File: config.mk
export PLATFORM = sky130hd
export DESIGN_NAME = float_addsub_p
export DESIGN_NICKNAME = d
export VERILOG_FILES = /design/src/rtl/float_pkg.sv /design/src/rtl/float_lzc_norm.sv /design/src/rtl/float_addsub_p.sv
export SDC_FILE = /design/constraint.sdc
export NUM_CORES = 1
export LEC_CHECK = 0
export ABC_AREA = 1
export CAP_MARGIN = 20
export CORE_MARGIN = 2
export CORE_UTILIZATION = 50
export DETAILED_ROUTE_END_ITERATION = 16
export GPL_TIMING_DRIVEN = 0
export PLACE_DENSITY = 0.69
export SLEW_MARGIN = 20
export SYNTH_ARGS = -nofsm -noshare
export SYNTH_HDL_FRONTEND = slang
export SYNTH_SLANG_ARGS = --single-unit
File: constraint.sdc
create_clock -name clk -period 4.1 [get_ports clk]
set_clock_uncertainty 0.15 [all_clocks]
set_input_delay 0.82 -clock clk [delete_from_list [all_inputs] [get_ports clk]]
set_output_delay 0.82 -clock clk [all_outputs]
set_load 0.05 [all_outputs]
File: src/rtl/float_pkg.sv
// Shared definitions for the float datapath units.
//   - special_t   : special-value flags that ride along the adder pipeline
//   - f_sign/f_exp/f_mant : field extraction from a {sign, exp, mant} word
//   - f_inf/f_qnan : canonical infinity / quiet-NaN constructors
// Words are handled zero-extended to MAXW bits so one set of helpers
// serves every EW/MW combination; callers narrow the result with a size cast.
package float_pkg;

  localparam int MAXW = 64;

  typedef struct packed {
    logic nan;
    logic inf;
    logic inf_sign;
  } special_t;

  function automatic logic f_sign(input logic [MAXW-1:0] x, input int ew, input int mw);
    return x[ew+mw];
  endfunction

  function automatic logic [MAXW-1:0] f_exp(input logic [MAXW-1:0] x, input int ew, input int mw);
    return (x >> mw) & ((MAXW'(1) << ew) - MAXW'(1));
  endfunction

  function automatic logic [MAXW-1:0] f_mant(input logic [MAXW-1:0] x, input int mw);
    return x & ((MAXW'(1) << mw) - MAXW'(1));
  endfunction

  function automatic logic [MAXW-1:0] f_inf(input logic s, input int ew, input int mw);
    return (MAXW'(s) << (ew + mw)) | (((MAXW'(1) << ew) - MAXW'(1)) << mw);
  endfunction

  function automatic logic [MAXW-1:0] f_qnan(input int ew, input int mw);
    return f_inf(1'b0, ew, mw) | (MAXW'(1) << (mw - 1));
  endfunction

endpackage

File: src/rtl/float_lzc_norm.sv
// Normalisation helper for the adder: counts leading zeros of the sum
// below the carry bit and returns the significand shifted into place.
//   i_r   : MW+2-bit raw sum {carry, hidden, mant}
//   o_lz  : left-shift amount (0 when the carry bit is set)
//   o_sig : normalised MW+1-bit significand (right-shifted by one on carry)
// Purely combinational; the parent registers both sides.
module float_lzc_norm #(
  parameter int MW  = 23,
  parameter int LZW = $clog2(MW + 1)
) (
  input  logic [MW+1:0]  i_r,
  output logic [LZW-1:0] o_lz,
  output logic [MW:0]    o_sig
);

  always_comb begin
    o_lz = '0;
    // Scanning upward lets the highest set bit win.
    for (int i = 0; i <= MW; i++) begin
      if (i_r[i]) o_lz = LZW'(MW - i);
    end
    if (i_r[MW+1]) begin
      o_lz  = '0;
      o_sig = i_r[MW+1:1];
    end else begin
      o_sig = i_r[MW:0] << o_lz;
    end
  end

endmodule

File: src/rtl/float_addsub_p.sv
// Six-cycle pipelined floating-point adder/subtractor, truncating rounding,
// denormals flushed to zero, NaN/infinity handling.
//   clk, rst (sync, active-high), ce (freezes the whole pipe when low)
//   in_valid, a, b, sub, in_tag : operation in ({sign, exp, mant} words)
//   out_valid, res, out_tag     : result, tag travels unchanged
// Bank p0 captures operands; p1..p5 hold stages S1..S5; res is S6.
module float_addsub_p
  import float_pkg::*;
#(
  parameter int EW = 8,
  parameter int MW = 23,
  parameter int TW = 4
) (
  input  logic            clk,
  input  logic            rst,
  input  logic            ce,
  input  logic            in_valid,
  input  logic [EW+MW:0]  a,
  input  logic [EW+MW:0]  b,
  input  logic            sub,
  input  logic [TW-1:0]   in_tag,
  output logic            out_valid,
  output logic [EW+MW:0]  res,
  output logic [TW-1:0]   out_tag
);

  localparam int W   = 1 + EW + MW;
  localparam int SW  = MW + 1;
  localparam int RW  = MW + 2;
  localparam int LZW = $clog2(MW + 1);
  localparam int XW  = EW + LZW + 2;  // room for exp+1 and exp-lz without wrap

  localparam logic [EW-1:0]        EMAX   = '1;
  localparam logic [W-1:0]         QNAN   = W'(f_qnan(EW, MW));
  localparam logic signed [XW-1:0] EMAX_X = XW'(EMAX);
  localparam logic signed [XW-1:0] ONE_X  = XW'(1);
  localparam logic signed [XW-1:0] ZERO_X = '0;

  // Final packing, including overflow saturation to infinity and
  // underflow flush to signed zero.
  function automatic logic [W-1:0] f_pack(input special_t sp, input logic zero, input logic s,
                                          input logic signed [XW-1:0] e, input logic [SW-1:0] sig);
    if (sp.nan) return QNAN;
    if (sp.inf) return W'(f_inf(sp.inf_sign, EW, MW));
    if (zero) return '0;
    if (e >= EMAX_X) return W'(f_inf(s, EW, MW));
    if (e <= ZERO_X) return {s, {(EW+MW){1'b0}}};
    return {s, e[EW-1:0], sig[MW-1:0]};
  endfunction

  logic              r_vld_p0, r_vld_p1, r_vld_p2, r_vld_p3, r_vld_p4, r_vld_p5;
  logic [TW-1:0]     r_tag_p0, r_tag_p1, r_tag_p2, r_tag_p3, r_tag_p4, r_tag_p5;
  logic [W-1:0]      r_a_p0, r_b_p0, r_big_p1, r_small_p1;
  special_t          r_spec_p1, r_spec_p2, r_spec_p3, r_spec_p4, r_spec_p5;
  logic [EW-1:0]     r_dexp_p2, r_ebig_p2, r_ebig_p3, r_ebig_p4;
  logic [SW-1:0]     r_sigb_p2, r_sigs_p2, r_sigb_p3, r_sigs_p3, r_sig_p5;
  logic              r_rsign_p2, r_rsign_p3, r_rsign_p4, r_rsign_p5;
  logic              r_effsub_p2, r_effsub_p3, r_zero_p5;
  logic [RW-1:0]     r_r_p4;
  logic signed [XW-1:0] r_exp_p5;

  // ---- S1: classify and order operands ----
  logic [MAXW-1:0] w_ax, w_bx;
  logic [EW-1:0]   w_ea, w_eb;
  logic [MW-1:0]   w_ma, w_mb;
  logic            w_sa, w_sb, w_a_nan, w_b_nan, w_a_inf, w_b_inf, w_a_big;
  special_t        w_spec1;

  assign w_ax    = MAXW'(r_a_p0);
  assign w_bx    = MAXW'(r_b_p0);
  assign w_sa    = f_sign(w_ax, EW, MW);
  assign w_sb    = f_sign(w_bx, EW, MW);
  assign w_ea    = EW'(f_exp(w_ax, EW, MW));
  assign w_eb    = EW'(f_exp(w_bx, EW, MW));
  // exp==0 is zero: dropping the mantissa flushes denormals
  assign w_ma    = (w_ea == '0) ? '0 : MW'(f_mant(w_ax, MW));
  assign w_mb    = (w_eb == '0) ? '0 : MW'(f_mant(w_bx, MW));
  assign w_a_nan = (w_ea == EMAX) && (w_ma != '0);
  assign w_b_nan = (w_eb == EMAX) && (w_mb != '0);
  assign w_a_inf = (w_ea == EMAX) && (w_ma == '0);
  assign w_b_inf = (w_eb == EMAX) && (w_mb == '0);
  assign w_a_big = {w_ea, w_ma} >= {w_eb, w_mb};

  always_comb begin
    w_spec1.nan      = w_a_nan | w_b_nan | (w_a_inf & w_b_inf & (w_sa != w_sb));
    w_spec1.inf      = (w_a_inf | w_b_inf) & ~w_spec1.nan;
    w_spec1.inf_sign = w_a_inf ? w_sa : w_sb;
  end

  // ---- S2: exponent difference, result sign ----
  logic [EW-1:0] w_eb1, w_es1;
  assign w_eb1 = r_big_p1[W-2:MW];
  assign w_es1 = r_small_p1[W-2:MW];

  // ---- S3: align smaller significand (truncating) ----
  logic [SW-1:0] w_sigs3;
  assign w_sigs3 = (32'(r_dexp_p2) > 32'(MW)) ? '0 : (r_sigs_p2 >> r_dexp_p2);

  // ---- S4: magnitude add/subtract; big >= small so no sign flip ----
  logic [RW-1:0] w_r4;
  assign w_r4 = r_effsub_p3 ? ({1'b0, r_sigb_p3} - {1'b0, r_sigs_p3})
                            : ({1'b0, r_sigb_p3} + {1'b0, r_sigs_p3});

  // ---- S5: normalise ----
  logic [LZW-1:0]       w_lz5;
  logic [SW-1:0]        w_sig5;
  logic signed [XW-1:0] w_ebig5, w_lz5_x, w_exp5;

  float_lzc_norm #(.MW(MW), .LZW(LZW)) u_lzc (
    .i_r   (r_r_p4),
    .o_lz  (w_lz5),
    .o_sig (w_sig5)
  );

  assign w_ebig5 = $signed(XW'(r_ebig_p4));
  assign w_lz5_x = $signed(XW'(w_lz5));
  assign w_exp5  = r_r_p4[MW+1] ? (w_ebig5 + ONE_X) : (w_ebig5 - w_lz5_x);

  // Valid chain: reset wins over ce and drops everything in flight.
  always_ff @(posedge clk) begin
    if (rst) begin
      r_vld_p0  <= 1'b0;
      r_vld_p1  <= 1'b0;
      r_vld_p2  <= 1'b0;
      r_vld_p3  <= 1'b0;
      r_vld_p4  <= 1'b0;
      r_vld_p5  <= 1'b0;
      out_valid <= 1'b0;
    end else if (ce) begin
      r_vld_p0  <= in_valid;
      r_vld_p1  <= r_vld_p0;
      r_vld_p2  <= r_vld_p1;
      r_vld_p3  <= r_vld_p2;
      r_vld_p4  <= r_vld_p3;
      r_vld_p5  <= r_vld_p4;
      out_valid <= r_vld_p5;
    end
  end

  // Data path registers advance on every enabled cycle.
  always_ff @(posedge clk) begin
    if (ce) begin
      r_a_p0      <= a;
      r_b_p0      <= {b[W-1] ^ sub, b[W-2:0]};
      r_tag_p0    <= in_tag;
      r_big_p1    <= w_a_big ? {w_sa, w_ea, w_ma} : {w_sb, w_eb, w_mb};
      r_small_p1  <= w_a_big ? {w_sb, w_eb, w_mb} : {w_sa, w_ea, w_ma};
      r_spec_p1   <= w_spec1;
      r_tag_p1    <= r_tag_p0;
      r_dexp_p2   <= w_eb1 - w_es1;
      r_ebig_p2   <= w_eb1;
      r_sigb_p2   <= {w_eb1 != '0, r_big_p1[MW-1:0]};
      r_sigs_p2   <= {w_es1 != '0, r_small_p1[MW-1:0]};
      r_rsign_p2  <= r_big_p1[W-1];
      r_effsub_p2 <= r_big_p1[W-1] ^ r_small_p1[W-1];
      r_spec_p2   <= r_spec_p1;
      r_tag_p2    <= r_tag_p1;
      r_sigb_p3   <= r_sigb_p2;
      r_sigs_p3   <= w_sigs3;
      r_ebig_p3   <= r_ebig_p2;
      r_rsign_p3  <= r_rsign_p2;
      r_effsub_p3 <= r_effsub_p2;
      r_spec_p3   <= r_spec_p2;
      r_tag_p3    <= r_tag_p2;
      r_r_p4      <= w_r4;
      r_ebig_p4   <= r_ebig_p3;
      r_rsign_p4  <= r_rsign_p3;
      r_spec_p4   <= r_spec_p3;
      r_tag_p4    <= r_tag_p3;
      r_sig_p5    <= w_sig5;
      r_exp_p5    <= w_exp5;
      r_zero_p5   <= (r_r_p4 == '0);
      r_rsign_p5  <= r_rsign_p4;
      r_spec_p5   <= r_spec_p4;
      r_tag_p5    <= r_tag_p4;
    end
  end

  // ---- S6: pack into the output register ----
  always_ff @(posedge clk) begin
    if (rst) begin
      res     <= '0;
      out_tag <= '0;
    end else if (ce) begin
      res     <= f_pack(r_spec_p5, r_zero_p5, r_rsign_p5, r_exp_p5, r_sig_p5);
      out_tag <= r_tag_p5;
    end
  end

endmodule

# After elaboration in Yosys (flattened, before gate mapping)
# Index checks and enable logic that the tools add are counted.
[classes]
addsub = 5
n_lt_le_gt_ge = 4
eq_ne = 3
shifts = 2
n_mux = 70
bitwise = 9
reduce_logical = 13
[ops]
columns = ["operator", "count"]
rows = [
  ["$mux W32", 14],
  ["$mux W5", 25],
  ["$mux W23", 3],
  ["$logic_not A23 Y1", 2],
  ["$reduce_bool A23 Y1", 2],
  ["$ge A31 B31 Y1", 1],
  ["$mux W1", 26],
  ["$add A24 B24 Y25", 1],
  ["$logic_not A25 Y1", 1],
  ["$mux W25", 1],
  ["$sub A24 B24 Y25", 1],
  ["$shl A24 B5 Y23", 1],
  ["$shr A24 B8 Y24", 1],
  ["$eq A8 B8 Y1 const B", 2],
  ["$logic_not A8 Y1", 2],
  ["$reduce_bool A8 Y1", 2],
  ["$ge A15 B9 Y1 const B", 1],
  ["$le A15 B1 Y1 const B", 1],
  ["$mux W15", 1],
  ["$add A8 B1 Y9 const B", 1],
  ["$sub A8 B5 Y9", 1],
  ["$gt A8 B5 Y1 const B", 1],
  ["$sub A8 B8 Y8", 1],
  ["$logic_and A1 B1 Y1", 4],
  ["other kinds (5)", 10],
]
[word_totals]
regBits = 408
input_bits = 73
word_cells = 158

# Depth between registers and ports, before layout
# Gate-level depths: netlist (run 1).
[depth]
ltp_word = 27
ltp_mapped = 33

# Hierarchy
# Synthesis (run 1) repeated with hierarchy kept, for this count alone.
[hier_totals]
hier_cells = 2188
area_unflattened_um2 = 20430.8
[by_module_without_submodules]
columns = ["mod", "instances", "cells_each", "area_per_inst_um2", "seq_area_each_um2"]
rows = [
  ["float_addsub_p", 1, 1805, 18724.2, 11671.2],
  ["float_lzc_norm", 1, 383, 1706.6, 0.0],
]

# Worst setup path before layout (run 1)
# Ideal clock, no wire load.
[synth_timing]
kind = "flip-flop to flip-flop"
startpoint = "reg r_sigs_p3[2]"
endpoint = "reg r_r_p4[24] (data pin)"
setup_time_ps = 258
arrival_time_ps = 3115
required_ps = 3692
path_slack_ps = 577
stages_incl_launch_ff = 21
period_less_slack_ps = 3523
path_cell_list = "edfxtp_1 nor3_1 nor3b_1 nand2_1 nor3_1 nand2_1 nor3_2 nand2_1 nand2_1 xor2_1 ha_1 a21oi_1 o221ai_1 a21oi_1 o21ai_1 a31oi_1 o21ai_1 a21oi_1 nor2_1 nor2_1 xnor2_1"
[synth_between]
elab_chain_cells = 2
[synth_rtl]
columns = ["element", "line", "text"]
rows = [
  ["from (decl)", "float_addsub_p.sv:56", "logic [SW-1:0] r_sigb_p2, r_sigs_p2, r_sigb_p3, r_sigs_p3, r_sig_p5;"],
  ["from (signal assigned)", "float_addsub_p.sv:159", "r_sigs_p3 <= w_sigs3;"],
  ["$add A24 B24 Y25 or $sub A24 B24 Y25 (tied branches)", "float_addsub_p.sv:102, float_addsub_p.sv:101", ""],
  ["$mux W25 (*)", "float_addsub_p.sv:101", "assign w_r4 = r_effsub_p3 ? ({1'b0, r_sigb_p3} - {1'b0, r_sigs_p3})"],
  ["named net w_r4[24]", "float_addsub_p.sv:100", "logic [RW-1:0] w_r4;"],
  ["to (signal assigned)", "float_addsub_p.sv:165", "r_r_p4 <= w_r4;"],
  ["to (decl)", "float_addsub_p.sv:59", "logic [RW-1:0] r_r_p4;"],
]
# The timed path passes the listed nets; every way through them passes the cells marked *.
# A chain may end at the register's enable or synchronous reset.

# Worst setup path after layout (run 1)
[layout_timing]
startpoint = "reg r_b_p0[30]"
endpoint = "reg r_big_p1[2] (data pin)"
[layout_between]
elab_chain_cells = 4
[layout_rtl]
columns = ["element", "line", "text"]
rows = [
  ["from (decl)", "float_addsub_p.sv:53", "logic [W-1:0] r_a_p0, r_b_p0, r_big_p1, r_small_p1;"],
  ["from (signal assigned)", "float_addsub_p.sv:144", "r_b_p0 <= {b[W-1] ^ sub, b[W-2:0]};"],
  ["$logic_not A8 Y1", "float_addsub_p.sv:77", "assign w_mb = (w_eb == '0) ? '0 : MW'(f_mant(w_bx, MW));"],
  ["$mux W23", "float_addsub_p.sv:77", ""],
  ["$ge A31 B31 Y1", "float_addsub_p.sv:82", "assign w_a_big = {w_ea, w_ma} >= {w_eb, w_mb};"],
  ["$mux W32 (*)", "float_addsub_p.sv:146", "r_big_p1 <= w_a_big ? {w_sa, w_ea, w_ma} : {w_sb, w_eb, w_mb};"],
  ["to (signal assigned)", "float_addsub_p.sv:146", ""],
  ["to (decl)", "float_addsub_p.sv:53", ""],
]
# Mark *: on every way between the ends. The rest lies on a longest branch, timed or not.

==> results.txt, run 1 <==
Core ar. - 38500 um2
Tot GR Track Use - 23.0%
Initial antenna violation count - 0
Final Slew Violations - 0
Final Non-Filler Cells - 2636
Clk sinks - 403
Number of flops mapped to enable cells by yosys - 360
Reg2Reg Depth - 19
Fin util - 59.7%
Leak Pwr - 9.11 nW
Syn Std Cell Area - 19400 um2
Register area - 11700 um2
First-pass GRT wire length - 72600 um
Sequential cell area fraction in the yosys report - 60.2%
TritonCTS clock tree - yes
Pre-CTS WS - -0.600 ns
Crit path launch type - flip-flop
Max Clk Rate - 0.252 GHz
Crit. End Element - flip-flop
Crit-path slowest cell - edfxtp_1
Drt pass-1 iters - 5
Primary FF master, synth - edfxtp_1
Final WL - 46400 um
RR Startpoint - r_b_p0[30]
Hold_buf cts - 0
R2r endpoint - r_big_p1[2]
Chip width - 201 um
Final setup vio count - 0
Met1 Usage GRT - 24.5%
Row cnt - 72
CTS Buffer Depth - 3
Worst Max-Slew Pin Slew - 1.04 ns
Pwr/cell area - 551 nW/um2
Antenna viol nets, final - 0
Most common cell in the synthesized netlist - nand2_1
Post-synth cell types - 54
Vias per inst - 5.35
Top post-synthesis cells by count - 451 x nand2_1, 360 x edfxtp_1, 167 x inv_1
Die Span Y - 201 um
VDD IR max - 0.393 mV
CP max stage delay - 0.41 ns
Top-area cell type share of the netlist area - 55.8%
Placed instance count - 2549
Fraction of layout cells with a size suffix above 1 - 7.22%
Dpl hpwl - 35100 um
Critical path endpoint - r_big_p1[2]
Synth Net Count - 2065
Setup TNS - 0 ns
Clock Tree Root - clkbuf_16
Syn-to-layout area delta - 18.5%
WL/cell - 17.6 um
Clock-pin slew on the worst setup and hold paths - 0.06 ns
Num CTS Buffers - 44
ANT cells - 0
Vias in the first global route - 13.9k
Initial Util - 50.4%
CP arrival - 4.12 ns
Nets - 2228
Met3 Use GR - 3.08%
Worst skew pair latency - 0.59 ns
Fin. Hold Viols - 0
Met2 usage - 44.1%
Critical Path Fanout Max - 10
Routability congestion estimate - 0.982
Synthesized flop and latch total - 403
Boundary Pins - 110
Die footprint - 40400 um2
Busiest grt layer - met2
Worst hold slack - 0.264 ns
Crit Path Category - flip-flop to flip-flop
Status - finished clean
# fillers - 3245
Synth Instances - 1920
Vias - 14.1k
Port bufs - 108
Max_slew headroom - 29.8%
Critical-path cell list - inv_2 > nand4_1 > nor2_4 > inv_2 > buf_4 > nand2_2 > ha_1 > nand2_1 > o21ai_0 > a21o_1 > a221oi_2 > o21ba_2 > o221ai_1 > nand4_1 > o211ai_1 > nand3_2 > nand3_2 > clkbuf_1 > o21ai_0
Final period utilization - 96.9%
Initial DRC Count - 914
Synth async-reset ratio - 0%
Critical Path RT - 4.25 ns
Origin of the worst setup path - r_b_p0[30]
Max Cap Violations - 0
Crit path time final - 3.97 ns
Remaining Overflow, GRT - 0
Largest area contributor in the netlist - edfxtp_1
Post-route DRC - 0
Pin count of the biggest net entering global routing - 113
Min-Delay Path Class - flip-flop to flip-flop
Htree depth - 2
RSZ-0062 raised after global routing - true
Ys Warns - 0
R2r setup slk - 0.13 ns
Syn avg cell area - 10.1 um2
Multi-input logic area - 6870 um2
Final WS setup - 0.126 ns
Synth top area cells - edfxtp_1 56%, nand2_1 8.7%, ha_1 4.5%
[worst max-delay path: cells and delay by family, from the launching register on]
family	cells	cell delay (ns)
AO/OA/AOI/OAI	7	1.18
flip-flops	1	0.41
adder cells (fa/ha/maj)	1	0.16
buffers and inverters	4	0.67
AND/OR/NAND/NOR	7	1.11
[cells in the final DEF, fill, tap and decap left out, types with 4 or more instances in the layout]
cell type        netlist  layout
inv_6                  0       4
clkinv_2               0       5
nor3_2                 1       6
o22ai_1                6       6
o21ai_0              150     148
nand2_1              451     448
o211ai_1               6       6
ha_1                  69      68
a22oi_1                4       4
nor2_1               140     135
inv_2                  3      11
xnor2_1               18      18
clkbuf_1              53      46
nand4_1               25      25
nand2_2                2       5
clkdlybuf4s50_1        0     107
buf_4                  2       8
clkbuf_2               0       9
buf_1                  5       5
dfxtp_1               43      43
bufinv_16              0       9
inv_1                167     158
nand3_1              139     138
a31oi_1               19      18
a211oi_1               5       4
nor4_1                19      19
nor3_1                20      15
edfxtp_1             360     360
buf_2                 13       9
buf_6                  3       5
xor2_1                40      40
o21ai_1                6       6
clkbuf_16              0      44
nand3b_1               5       5
a21oi_1               82      81
clkinv_1               3      12
a32oi_1               22      22
[metrics by stage]
step / power, mW / instance area, um2
after global placement: 8.51 / 21100
final: 12.7 / 23000
after floorplan: 7.41 / 19400
after global routing: 13.3 / 23000
after CTS: 12.7 / 22800
after detailed placement: 8.46 / 21200
[flip-flops by register name, indices dropped and copies added, names as in the netlist, 8 cells and up]
name        flops
r_dexp_p2       8
r_big_p1       32
r_a_p0         32
r_sig_p5       23
r_ebig_p3       8
r_sigb_p2      24
r_ebig_p2       8
r_exp_p5       10
r_small_p1     32
r_sigs_p3      24
r_sigs_p2      24
r_r_p4         25
r_b_p0         32
r_ebig_p4       8
r_sigb_p3      24
res            32
[logic make-up (layout without fill, tap and decap cells)]
kind of cell               Yosys count  count (layout)  synth area share, %
and+or+nand+nor                    812             813                 17.7
DFF                                403             403                 60.2
AOI/OAI and AO/OA                  325             325                 9.61
buffers and inverters              249             446                 5.06
adders and majority gates           72              72                 4.76
xor gates and xnor gates            58              58                 2.62
muxes                                1               1               0.0516
[how the worst min path moves through the flow]
stage                  from            end  cells after the start
2_1_floorplan  r_ebig_p2[0]   r_ebig_p3[0]                      0
3_3_place_gp    r_tag_p2[2]    r_tag_p3[2]                      0
3_5_place_dp   r_ebig_p3[1]   r_ebig_p4[1]                      0
4_1_cts        r_big_p1[18]  r_sigb_p2[18]                      0
5_1_grt         r_tag_p1[1]    r_tag_p2[1]                      0
6_report       r_spec_p2[1]   r_spec_p3[1]                      0
[layer usage]
layer / share of wire, % / vias up
met5: 0 / -
met4: 4.8 / 0
met3: 3.9 / 116
met2: 54 / 359
met1: 37 / 6575
li1: - / 7063
[power breakdown]
| part | leakage, nW | internal (mW) | switching, mW |
|---|---|---|---|
| Combinational | 4.46 | 1.03 | 2.08 |
| Sequential | 3.91 | 5.11 | 0.261 |
| Clock | 0.742 | 2.56 | 1.61 |
[final cells by class]
class	count	share of cell area, %
clock inverters	31	1.75
well taps	518	2.82
clock buffers	50	4.93
flip-flops and latches	403	50.8
inverters	173	2.84
multi-input cells	1269	29.9
repair buffers	116	5.30
plain buffers	76	1.65
[timing repair]
item	in CTS	in global routing
gates resized for setup	23	52
gates cloned	0	1
pin swaps	2	8
endpoints found under the setup margin	66	72
setup buffers	1	4
Power figures use the tool's default switching activity.
==> inputs of run 2 (changes only) <==
--- a/config.mk
+++ b/config.mk
@@ -6,12 +6,12 @@
 export NUM_CORES = 1
 export LEC_CHECK = 0
 export ABC_AREA = 1
-export CAP_MARGIN = 20
 export CORE_MARGIN = 2
 export CORE_UTILIZATION = 50
+export CTS_CLUSTER_DIAMETER = 100
 export DETAILED_ROUTE_END_ITERATION = 16
 export GPL_TIMING_DRIVEN = 0
-export PLACE_DENSITY = 0.69
+export PLACE_DENSITY_LB_ADDON = 0.1
 export SLEW_MARGIN = 20
 export SYNTH_ARGS = -nofsm -noshare
 export SYNTH_HDL_FRONTEND = slang
==> results.txt, run 2 (same netlist as run 1, synthesis figures left out) <==
Initial DRC Count - 933 (+2.1%)
Clock-pin slew on the worst setup and hold paths - 0.06 ns (about the same)
Final Non-Filler Cells - 2637 (+0.038%)
Most frequent cells in the layout - 448 x nand2_1, 360 x edfxtp_1, 157 x inv_1
WHS Path Cells - 0 (unchanged)
Initial Util - 50.4% (unchanged)
Max_slew headroom - 43.6% (+14 points)
Boundary Pins - 110 (unchanged)
Final Slew Violations - 0 (unchanged)
Hold path start - r_big_p1[6]
R2r setup slk - 0.06 ns (-0.07 ns)
Fin. Hold Viols - 0 (unchanged)
First-pass GRT wire length - 74500 um (+2.6%)
Reg2Reg Depth - 18 (-1)
VDD IR max - 0.337 mV (-14%)
Final setup vio count - 0 (unchanged)
RR Startpoint - r_a_p0[30]
Worst skew pair latency - 0.57 ns (-0.02 ns)
Dpl hpwl - 36300 um (+3.6%)
TritonCTS clock tree - yes
CTS Buffer Depth - 3 (unchanged)
Status - finished clean
Syn-to-layout area delta - 17.8%
Final WL - 47600 um (+2.6%)
Pin count of the biggest net entering global routing - 107 (-5.3%)
Row cnt - 72 (unchanged)
Max Clk Rate - 0.247 GHz (-1.7%)
Core ar. - 38500 um2 (unchanged)
Fraction of layout cells with a size suffix above 1 - 7.36% (+0.14 points)
CP arrival - 4.17 ns (+0.05 ns)
Clock Tree Root - clkbuf_16
R2r endpoint - r_big_p1[18]
Drt pass-1 iters - 7 (+2)
Crit. End Element - flip-flop
Hold Path End - r_sigb_p2[6]
Pwr/cell area - 536 nW/um2 (-2.8%)
Worst hold slack - 0.263 ns (-0.00103 ns)
Pre-CTS WS - -0.722 ns (-0.122 ns)
Setup TNS - 0 ns (unchanged)
M1 WL - 17900 um (+2.9%)
Tot GR Track Use - 23.8% (+0.74 points)
Htree depth - 2 (unchanged)
Initial antenna violation count - 0 (unchanged)
Worst Max-Slew Pin Slew - 0.843 ns (-0.200 ns)
Critical Path Fanout Max - 10 (unchanged)
Die Span Y - 201 um (unchanged)
Remaining Overflow, GRT - 0 (unchanged)
Fin util - 59.4% (-0.36 points)
Chip width - 201 um (unchanged)
Final period utilization - 98.6% (+1.7 points)
WL met2 - 25400 um (+1.5%)
Crit path launch type - flip-flop
Vias in the first global route - 14.0k (+0.44%)
Max Cap Violations - 0 (unchanged)
Most common cell after layout, fill and taps aside - nand2_1
DP Area - 21200 um2 (unchanged)
ANT cells - 0 (unchanged)
Max layer used - met4
Post-route DRC - 0 (unchanged)
Final WS setup - 0.0582 ns (-0.0681 ns)
Vias - 14.2k (+0.57%)
Clk sinks - 403 (unchanged)
Tot Pwr - 12.2 mW (-3.4%)
Port bufs - 108 (unchanged)
RSZ-0062 raised after global routing - true
Vias per inst - 5.38 (+0.54%)
Crit Path Category - flip-flop to flip-flop
Routability congestion estimate - 0.937 (-4.6%)
Met3 WL - 1710 um (-4.6%)
WL/cell - 18.1 um (+2.6%)
Num CTS Buffers - 43 (-2.3%)
Crit path time final - 4.04 ns (+0.0681 ns)
Design Area, Final - 22800 um2 (-0.60%)
Critical Path RT - 4.23 ns (-0.02 ns)
Die footprint - 40400 um2 (unchanged)
Placed instance count - 2549 (unchanged)
Min-Delay Path Class - flip-flop to flip-flop
Antenna viol nets, final - 0 (unchanged)
Nets - 2231 (+0.13%)
Leak Pwr - 9.04 nW (-0.74%)
-- run 2: cell types whose count changed in the layout (fill, tap and decap cells not counted), sizes merged --
cell,previous run,this run
clkinvlp,3,5
bufinv,9,4
buf,33,38
inv,174,171
clkbuf,102,101
clkinv,18,21
-- run 2: area by class of cell --
| type | count | area, um2 |
|---|---|---|
| clock inverter | 28 | 243 |
| sequential | 403 | 11700 |
| fill | 3300 | 15600 |
| buffer | 75 | 380 |
| timing repair buffer | 121 | 1260 |
| multi-input combinational | 1269 | 6880 |
| tap | 518 | 648 |
| inverter | 173 | 652 |
| clock buffer | 50 | 1100 |
-- run 2: timing repair --
action                     4_1_cts  5_1_grt
resized for setup               37       47
setup endpoints to repair       67       93
hold endpoints to repair         0        0
pin swaps                        6        5
hold buffers                     0        0
cloned                           1        0
buffers inserted                 5        5
-- run 2: power breakdown --
group | total (mW) | switching [mW] | internal, mW
clock | 3.71 | 1.54 | 2.17
sequential | 5.39 | 0.279 | 5.11
combinational | 3.12 | 2.08 | 1.04
total | 12.2 | 3.90 | 8.33
-- run 2: layer usage --
metal	up-vias	track usage [%]
met4	0	11.6
li1	7051	-
met2	335	45.6
met1	6687	25.4
met5	-	0
met3	121	3.52
-- run 2: worst max-delay path: stages (launching register included) --
cell      delay, ns
edfxtp_1       0.44
inv_1          0.12
nand4_1        0.18
nor2_4         0.17
buf_12         0.14
clkbuf_4       0.22
nor2_1         0.10
ha_1           0.32
nand2_1        0.06
inv_1          0.08
a221oi_2       0.06
o21ba_2        0.20
o221ai_1       0.22
nand4_1        0.13
o211ai_1       0.22
nand3_2        0.22
nand3_2        0.17
clkbuf_1       0.34
o21ai_0        0.20
-- run 2: how the worst max path moves through the flow --
stage	start	to	slack [ns]
after floorplan	r_sigs_p3[2]	r_r_p4[24]	0.58
after global placement	ce	res[21]	-12.62
after detailed placement	r_b_p0[30]	r_big_p1[0]	-0.72
after CTS	r_b_p0[23]	r_big_p1[0]	0.002
after global routing	r_sigs_p3[2]	r_r_p4[24]	-0.16
final	r_a_p0[30]	r_big_p1[18]	0.06
